**config.mk**
```make
export PLATFORM = sky130hd
export DESIGN_NAME = op_collector_flat
export DESIGN_NICKNAME = d
export VERILOG_FILES = /design/src/rtl/op_collector_if.sv /design/src/rtl/op_collector.sv /design/src/flat_wrapper.sv
export SDC_FILE = /design/constraint.sdc
export NUM_CORES = 1
export LEC_CHECK = 0
export ABC_AREA = 0
export CORE_ASPECT_RATIO = 0.75
export CORE_MARGIN = 2
export CORE_UTILIZATION = 49
export DETAILED_ROUTE_END_ITERATION = 6
export GPL_TIMING_DRIVEN = 0
export HOLD_SLACK_MARGIN = 0.1
export PLACE_DENSITY = 0.84
export SKIP_CTS_REPAIR_TIMING = 1
export SLEW_MARGIN = 25
export SYNTH_ARGS = -nofsm -noshare
export SYNTH_HDL_FRONTEND = slang
export SYNTH_SLANG_ARGS = --single-unit
```
**constraint.sdc**
```tcl
create_clock -name clk -period 5.9 [get_ports clk]
set_input_delay 0.59 -clock clk [delete_from_list [all_inputs] [get_ports clk]]
set_output_delay 0.59 -clock clk [all_outputs]
set_load 0.01 [all_outputs]
```
**src/rtl/op_collector_if.sv**
```systemverilog
// Operand collector handshake bundle: selector in, sources in/pop out,
// operand set out to the ALU.
interface op_collector_if #(
  parameter int LEN     = 16,
  parameter int NUM_SRC = 8,
  parameter int NUM_OPS = 3,
  parameter int SEL_W   = $clog2(NUM_SRC)
);
  logic                     inst_valid;
  logic                     inst_ready;
  logic [NUM_OPS*SEL_W-1:0] inst_sel;
  logic [NUM_SRC*LEN-1:0]   src_data;
  logic [NUM_SRC-1:0]       src_valid;
  logic [NUM_SRC-1:0]       src_pop;
  logic [NUM_OPS*LEN-1:0]   op_data;
  logic                     op_valid;
  logic                     op_ready;

  modport master (
    output inst_valid, inst_sel,
    output src_data, src_valid,
    output op_ready,
    input  inst_ready, src_pop,
    input  op_data, op_valid
  );

  modport slave (
    input  inst_valid, inst_sel,
    input  src_data, src_valid,
    input  op_ready,
    output inst_ready, src_pop,
    output op_data, op_valid
  );
endinterface

```
**src/rtl/op_collector.sv**
```systemverilog
// Registered operand collector: waits for every selected source,
// captures each once, pops each consumed source once, hands set to ALU.
module op_collector #(
  parameter int LEN     = 16,
  parameter int NUM_SRC = 8,
  parameter int NUM_OPS = 3,
  parameter int SEL_W   = $clog2(NUM_SRC),
  parameter int STALL_W = 16
) (
  input  logic               clk,
  input  logic               reset,
  op_collector_if.slave      bus,
  output logic [STALL_W-1:0] stall_cnt
);

  typedef enum logic [1:0] {
    IDLE,
    COLLECT,
    DONE
  } state_e;

  state_e                   state_q, state_d;
  logic [NUM_OPS*SEL_W-1:0] sel_q, sel_d;
  logic [NUM_OPS-1:0]       cap_q, cap_d;
  logic [NUM_OPS*LEN-1:0]   op_q, op_d;
  logic                     op_valid_q, op_valid_d;
  logic [STALL_W-1:0]       stall_q, stall_d;
  logic [NUM_SRC-1:0]       pop;
  logic [SEL_W-1:0]         s;
  logic                     accept;
  logic                     unused_ok;

  always_comb begin
    state_d    = state_q;
    sel_d      = sel_q;
    cap_d      = cap_q;
    op_d       = op_q;
    op_valid_d = op_valid_q;
    stall_d    = stall_q;
    pop        = '0;
    s          = '0;
    accept     = 1'b0;
    unique case (state_q)
      IDLE: accept = bus.inst_valid;
      COLLECT: begin
        for (int k = 0; k < NUM_OPS; k++) begin
          s = sel_q[k*SEL_W +: SEL_W];
          if (!cap_q[k]) begin
            if (s == '0 || int'(s) >= NUM_SRC) begin
              op_d[k*LEN +: LEN] = '0;
              cap_d[k]           = 1'b1;
            end else begin
              // shared sources: every slot grabs the same value, one pop
              for (int j = 1; j < NUM_SRC; j++) begin
                if (int'(s) == j && bus.src_valid[j]) begin
                  op_d[k*LEN +: LEN] = bus.src_data[j*LEN +: LEN];
                  cap_d[k]           = 1'b1;
                  pop[j]             = 1'b1;
                end
              end
            end
          end
        end
        if (&cap_d) begin
          state_d    = DONE;
          op_valid_d = 1'b1;
        end else if (stall_q != '1) begin
          stall_d = stall_q + STALL_W'(1);
        end
      end
      DONE: begin
        if (bus.op_ready) begin
          op_valid_d = 1'b0;
          state_d    = IDLE;
          accept     = bus.inst_valid;
        end
      end
      default: state_d = IDLE;
    endcase
    if (accept) begin
      state_d = COLLECT;
      sel_d   = bus.inst_sel;
      cap_d   = '0;
    end
  end

  always_ff @(posedge clk) begin
    if (reset) begin
      state_q    <= IDLE;
      sel_q      <= '0;
      cap_q      <= '0;
      op_q       <= '0;
      op_valid_q <= 1'b0;
      stall_q    <= '0;
    end else begin
      state_q    <= state_d;
      sel_q      <= sel_d;
      cap_q      <= cap_d;
      op_q       <= op_d;
      op_valid_q <= op_valid_d;
      stall_q    <= stall_d;
    end
  end

  assign bus.src_pop    = reset ? '0 : pop;
  assign bus.inst_ready = (state_q == IDLE) ||
                          (state_q == DONE && bus.op_ready);
  assign bus.op_valid   = op_valid_q;
  assign bus.op_data    = op_q;
  assign stall_cnt      = stall_q;

  // channel 0 is the hard-wired zero and never read
  assign unused_ok = ^{bus.src_valid[0], bus.src_data[LEN-1:0]};

endmodule

```
**src/flat_wrapper.sv**
```systemverilog
// flat-port wrapper written by rule: the top's interface ports become plain ports
module op_collector_flat 
#(
  parameter int LEN     = 16,
  parameter int NUM_SRC = 8,
  parameter int NUM_OPS = 3,
  parameter int SEL_W   = $clog2(NUM_SRC),
  parameter int STALL_W = 16
)
  (clk, reset, stall_cnt, bus_inst_valid, bus_inst_sel, bus_src_data, bus_src_valid, bus_op_ready, bus_inst_ready, bus_src_pop, bus_op_data, bus_op_valid);
  op_collector_if #(.LEN(LEN), .NUM_SRC(NUM_SRC), .NUM_OPS(NUM_OPS), .SEL_W(SEL_W)) bus_i ();
  input  logic clk;
  input  logic reset;
  output logic [STALL_W-1:0] stall_cnt;
  input wire logic [$bits(bus_i.inst_valid)-1:0] bus_inst_valid;
  input wire logic [$bits(bus_i.inst_sel)-1:0] bus_inst_sel;
  input wire logic [$bits(bus_i.src_data)-1:0] bus_src_data;
  input wire logic [$bits(bus_i.src_valid)-1:0] bus_src_valid;
  input wire logic [$bits(bus_i.op_ready)-1:0] bus_op_ready;
  output wire logic [$bits(bus_i.inst_ready)-1:0] bus_inst_ready;
  output wire logic [$bits(bus_i.src_pop)-1:0] bus_src_pop;
  output wire logic [$bits(bus_i.op_data)-1:0] bus_op_data;
  output wire logic [$bits(bus_i.op_valid)-1:0] bus_op_valid;
  assign bus_i.inst_valid = bus_inst_valid;
  assign bus_i.inst_sel = bus_inst_sel;
  assign bus_i.src_data = bus_src_data;
  assign bus_i.src_valid = bus_src_valid;
  assign bus_i.op_ready = bus_op_ready;
  assign bus_inst_ready = bus_i.inst_ready;
  assign bus_src_pop = bus_i.src_pop;
  assign bus_op_data = bus_i.op_data;
  assign bus_op_valid = bus_i.op_valid;
  op_collector #(.LEN(LEN), .NUM_SRC(NUM_SRC), .NUM_OPS(NUM_OPS), .SEL_W(SEL_W), .STALL_W(STALL_W)) u_core (.clk(clk), .reset(reset), .bus(bus_i), .stall_cnt(stall_cnt));
endmodule
```
==> impl_summary.log <==
INFO  metric gr-total-overflow = 0
INFO  metric hold_path.class = reg2reg
INFO  metric filler_cell_count = 974
INFO  metric num_vias = 7851
INFO  metric cell_types_occupying_the_most_area_after_synthesis = sky130_fd_sc_hd__dfxtp_1 (27%), sky130_fd_sc_hd__mux2i_1 (5.9%), sky130_fd_sc_hd__o22ai_1 (5.3%)
INFO  metric detail_route.first_pass.iterations = 7
INFO  metric synth_fa_ha_area_share = 0.212%
INFO  metric wire_per_inst = 23.0 um
INFO  metric tritoncts = built
INFO  metric cell_pwr_density = 190 mW/mm2
INFO  metric total_length_of_routed_wires = 27000 um
INFO  metric std_cell_rows = 34
INFO  metric drv_slew = 0
INFO  metric synth_xor_area_share = 0%
INFO  metric tritoncts_num_sinks = 79
INFO  metric worst-path-max-fanout = 10
INFO  metric synth_enable_flop_cells = 0
INFO  metric synth_seq_area_share = 26.9%
INFO  metric total_routing_resource_utilization_after_global_routing = 40.6%
INFO  metric grt_max_degree = 16
INFO  metric detail-route-antenna-nets = 0
INFO  metric period_share = 65.4%
INFO  metric synth_compound_gate_area_share = 33.4%
INFO  metric chipWidth = 131 um
INFO  metric insertion_delay = 0.35 ns
INFO  metric antenna_found_initial = 0
INFO  metric synth_top_family_by_area = compound AO/OA/AOI/OAI gates
INFO  metric routed_via_density = 6.68
INFO  metric finalWorstPathRequiredPeriod = 3.86 ns
INFO  metric fin_hold_ws = 0.463 ns
INFO  metric area_grow_syn2layout = 42.2%
INFO  metric synth-main-ff-cell = sky130_fd_sc_hd__dfxtp_1
INFO  metric critical_path_arrival = 3.27 ns
INFO  metric critPathKind = in2out
INFO  metric vdd_drop_max = 0.132 mV
INFO  metric global_route_wire_length_before_repair = 40100 um
INFO  metric max-slew-margin-rel = 39.5%
INFO  metric worstSetupStartpointType = input port
INFO  metric synth_largest_area_cell = sky130_fd_sc_hd__dfxtp_1
INFO  metric yosys-top-cells-count = sky130_fd_sc_hd__nand2_1 (80), sky130_fd_sc_hd__dfxtp_1 (79), sky130_fd_sc_hd__nor2_1 (76), sky130_fd_sc_hd__clkbuf_1 (51), sky130_fd_sc_hd__o22ai_1 (50)
INFO  metric syn_area = 0.00589 mm2
INFO  metric dp_hpwl = 20000 um
INFO  metric drv_cap = 0
INFO  metric clock.fmax = 259 MHz
INFO  metric top_count_cell_post_synth = sky130_fd_sc_hd__nand2_1
INFO  metric cp_slowest_cell = sky130_fd_sc_hd__clkdlybuf4s50_1
INFO  metric synth.top_cell.area_share = 26.9%
INFO  metric rsz0062_at_grt = false
INFO  metric synth_net_count = 947
INFO  metric first_global_vias = 7085
INFO  metric cts.root.buffer_cell = sky130_fd_sc_hd__clkbuf_16
INFO  metric floorplan.io_pins = 223
INFO  metric utilization = 71.9%
INFO  metric io_buffers = 200
INFO  metric clock_path_buffers = 2
INFO  metric timing.critical_path.required = 5.31 ns
INFO  metric netlist-cell-type-count = 60
INFO  metric ff2ff_path_depth = 9
INFO  metric core = 0.0117 mm2
INFO  metric initial_core_util = 50.5%
INFO  metric antennaDiodeCount = 0
INFO  metric final_design_area_no_fill = 0.00838 mm2
INFO  metric layout.nets = 1158
INFO  metric dpl_cell_area = 0.00809 mm2
INFO  metric final.setup.tns = 0 ns
INFO  metric die-height = 98.9 um
INFO  metric worstMarginPinSlew = 0.904 ns
INFO  metric post_synthesis_mux_area_share = 6.97%
INFO  metric leakagePower = 0.00285 uW
INFO  metric synth.ff_latch_count = 79
INFO  metric async_flop_share = 0%
INFO  metric synth_warnings = 0
INFO  metric syn_inst = 797
INFO  metric detail_route.drc_violations = 0
INFO  metric area_enclosed_by_the_die_boundary = 0.0129 mm2
INFO  metric run_status = complete, no violations
INFO  metric clk_transition_reported_paths = 0.07 ns
INFO  metric timing.clock.skew = 0.0113 ns
INFO  metric worst_hold_path.num_cells = 2
INFO  metric post_route_cells_drive_above_1_share = 4.44%
INFO  metric cts_buffers = 9
INFO  metric report.final.hold_viol_count = 0
INFO  metric gpl.final_weighted_congestion = 1.02
INFO  metric p_total = 1590 uW
INFO  metric htree_levels = 3
INFO  metric worstPathCellList = clkdlybuf4s50_1 > and4b_1 > clkbuf_1 > clkbuf_1 > a21oi_1 > o21ai_0 > and2_1 > clkdlybuf4s50_1
INFO  metric final-setup-viol-count = 0
INFO  metric worstSetupEndpointType = primary output
INFO  metric syn_area_per_cell = 7.39 um2
INFO  metric synth_simple_gate_area_share = 24.2%
INFO  metric critical-path-max-stage-delay = 0.56 ns
INFO  metric detail_route.iter0.violations = 1434
-- where the power goes --
| part | switching, uW | total (uW) | internal, uW |
|---|---|---|---|
| Clock | 255 | 545 | 290 |
| Sequential | 16.7 | 571 | 555 |
| Combinational | 264 | 472 | 207 |
| Total | 536 | 1590 | 1050 |
-- worst paths after layout --
path / startpoint / endpoint / slack [ns]
max reg2reg: u_core.sel_q[8] / u_core.bus.op_data[45] / 2.63
min reg2reg: u_core.bus.op_data[42] / u_core.bus.op_data[42] / 0.46
max: bus_src_valid[6] / bus_src_pop[6] / 2.04
min: u_core.bus.op_data[42] / u_core.bus.op_data[42] / 0.46
-- cell usage in the layout, fill, tap and decap left out, drive strengths merged, types with 10 or more instances in the layout --
master / synthesis / routed
clkdlybuf4s50: 0 / 200
clkbuf: 51 / 60
a22o: 16 / 16
nand3: 10 / 10
nor2: 77 / 77
o32ai: 33 / 33
a21oi: 26 / 26
inv: 42 / 44
nand2: 80 / 80
o21ai: 42 / 42
and3: 22 / 22
a221o: 16 / 16
buf: 24 / 24
mux2i: 35 / 35
dfxtp: 79 / 79
nor4: 18 / 18
a211oi: 36 / 36
a221oi: 16 / 16
a31oi: 18 / 18
o22ai: 50 / 50
-- state kept, by name, summed over array words and instances, names as in the netlist --
register / cells
u_core.sel_q: 9
u_core.state_q: 2
u_core.stall_cnt: 16
u_core.bus.op_valid: 1
u_core.bus.op_data: 48
u_core.cap_q: 3
-- per-layer routing --
metal,global-route usage [%],share of wire [%],up-vias
met5,0,0,-
met4,9.57,2.2,0
met3,13.5,16,82
met2,57.1,40,679
met1,59.5,42,3607
li1,-,-,3483
-- logic make-up (layout without fill, tap and decap cells) --
family	after synthesis	in the layout
muxes	40	40
AOI/OAI and AO/OA	278	278
buffers and inverters	117	333
and+or+nand+nor	281	281
DFF	79	79
other	1	1
adders and majority gates	1	1
-- area by class of cell --
class,count,area (um2),share of cell area [%]
well taps,162,203,2.42
multi-input cells,601,3820,45.6
clock buffers,9,225,2.69
inverters,42,158,1.88
flip-flops and latches,79,1580,18.9
clock inverters,7,56.3,0.672
plain buffers,75,332,3.96
repair buffers,200,2000,23.9
-- through the flow --
stage	cells	setup slack, ns
after floorplan	797	3.47
after global placement	1159	2.15
after detailed placement	1159	2.15
after CTS	1175	2.14
after global routing	1175	1.97
final	1175	2.04
-- critical path: cells and delay by family --
family,cells,cell delay [ns]
AO/OA/AOI/OAI,2,0.27
AND/OR/NAND/NOR,2,0.39
buffers and inverters,4,2.01
No activity file was read; power rests on OpenSTA's default activity.
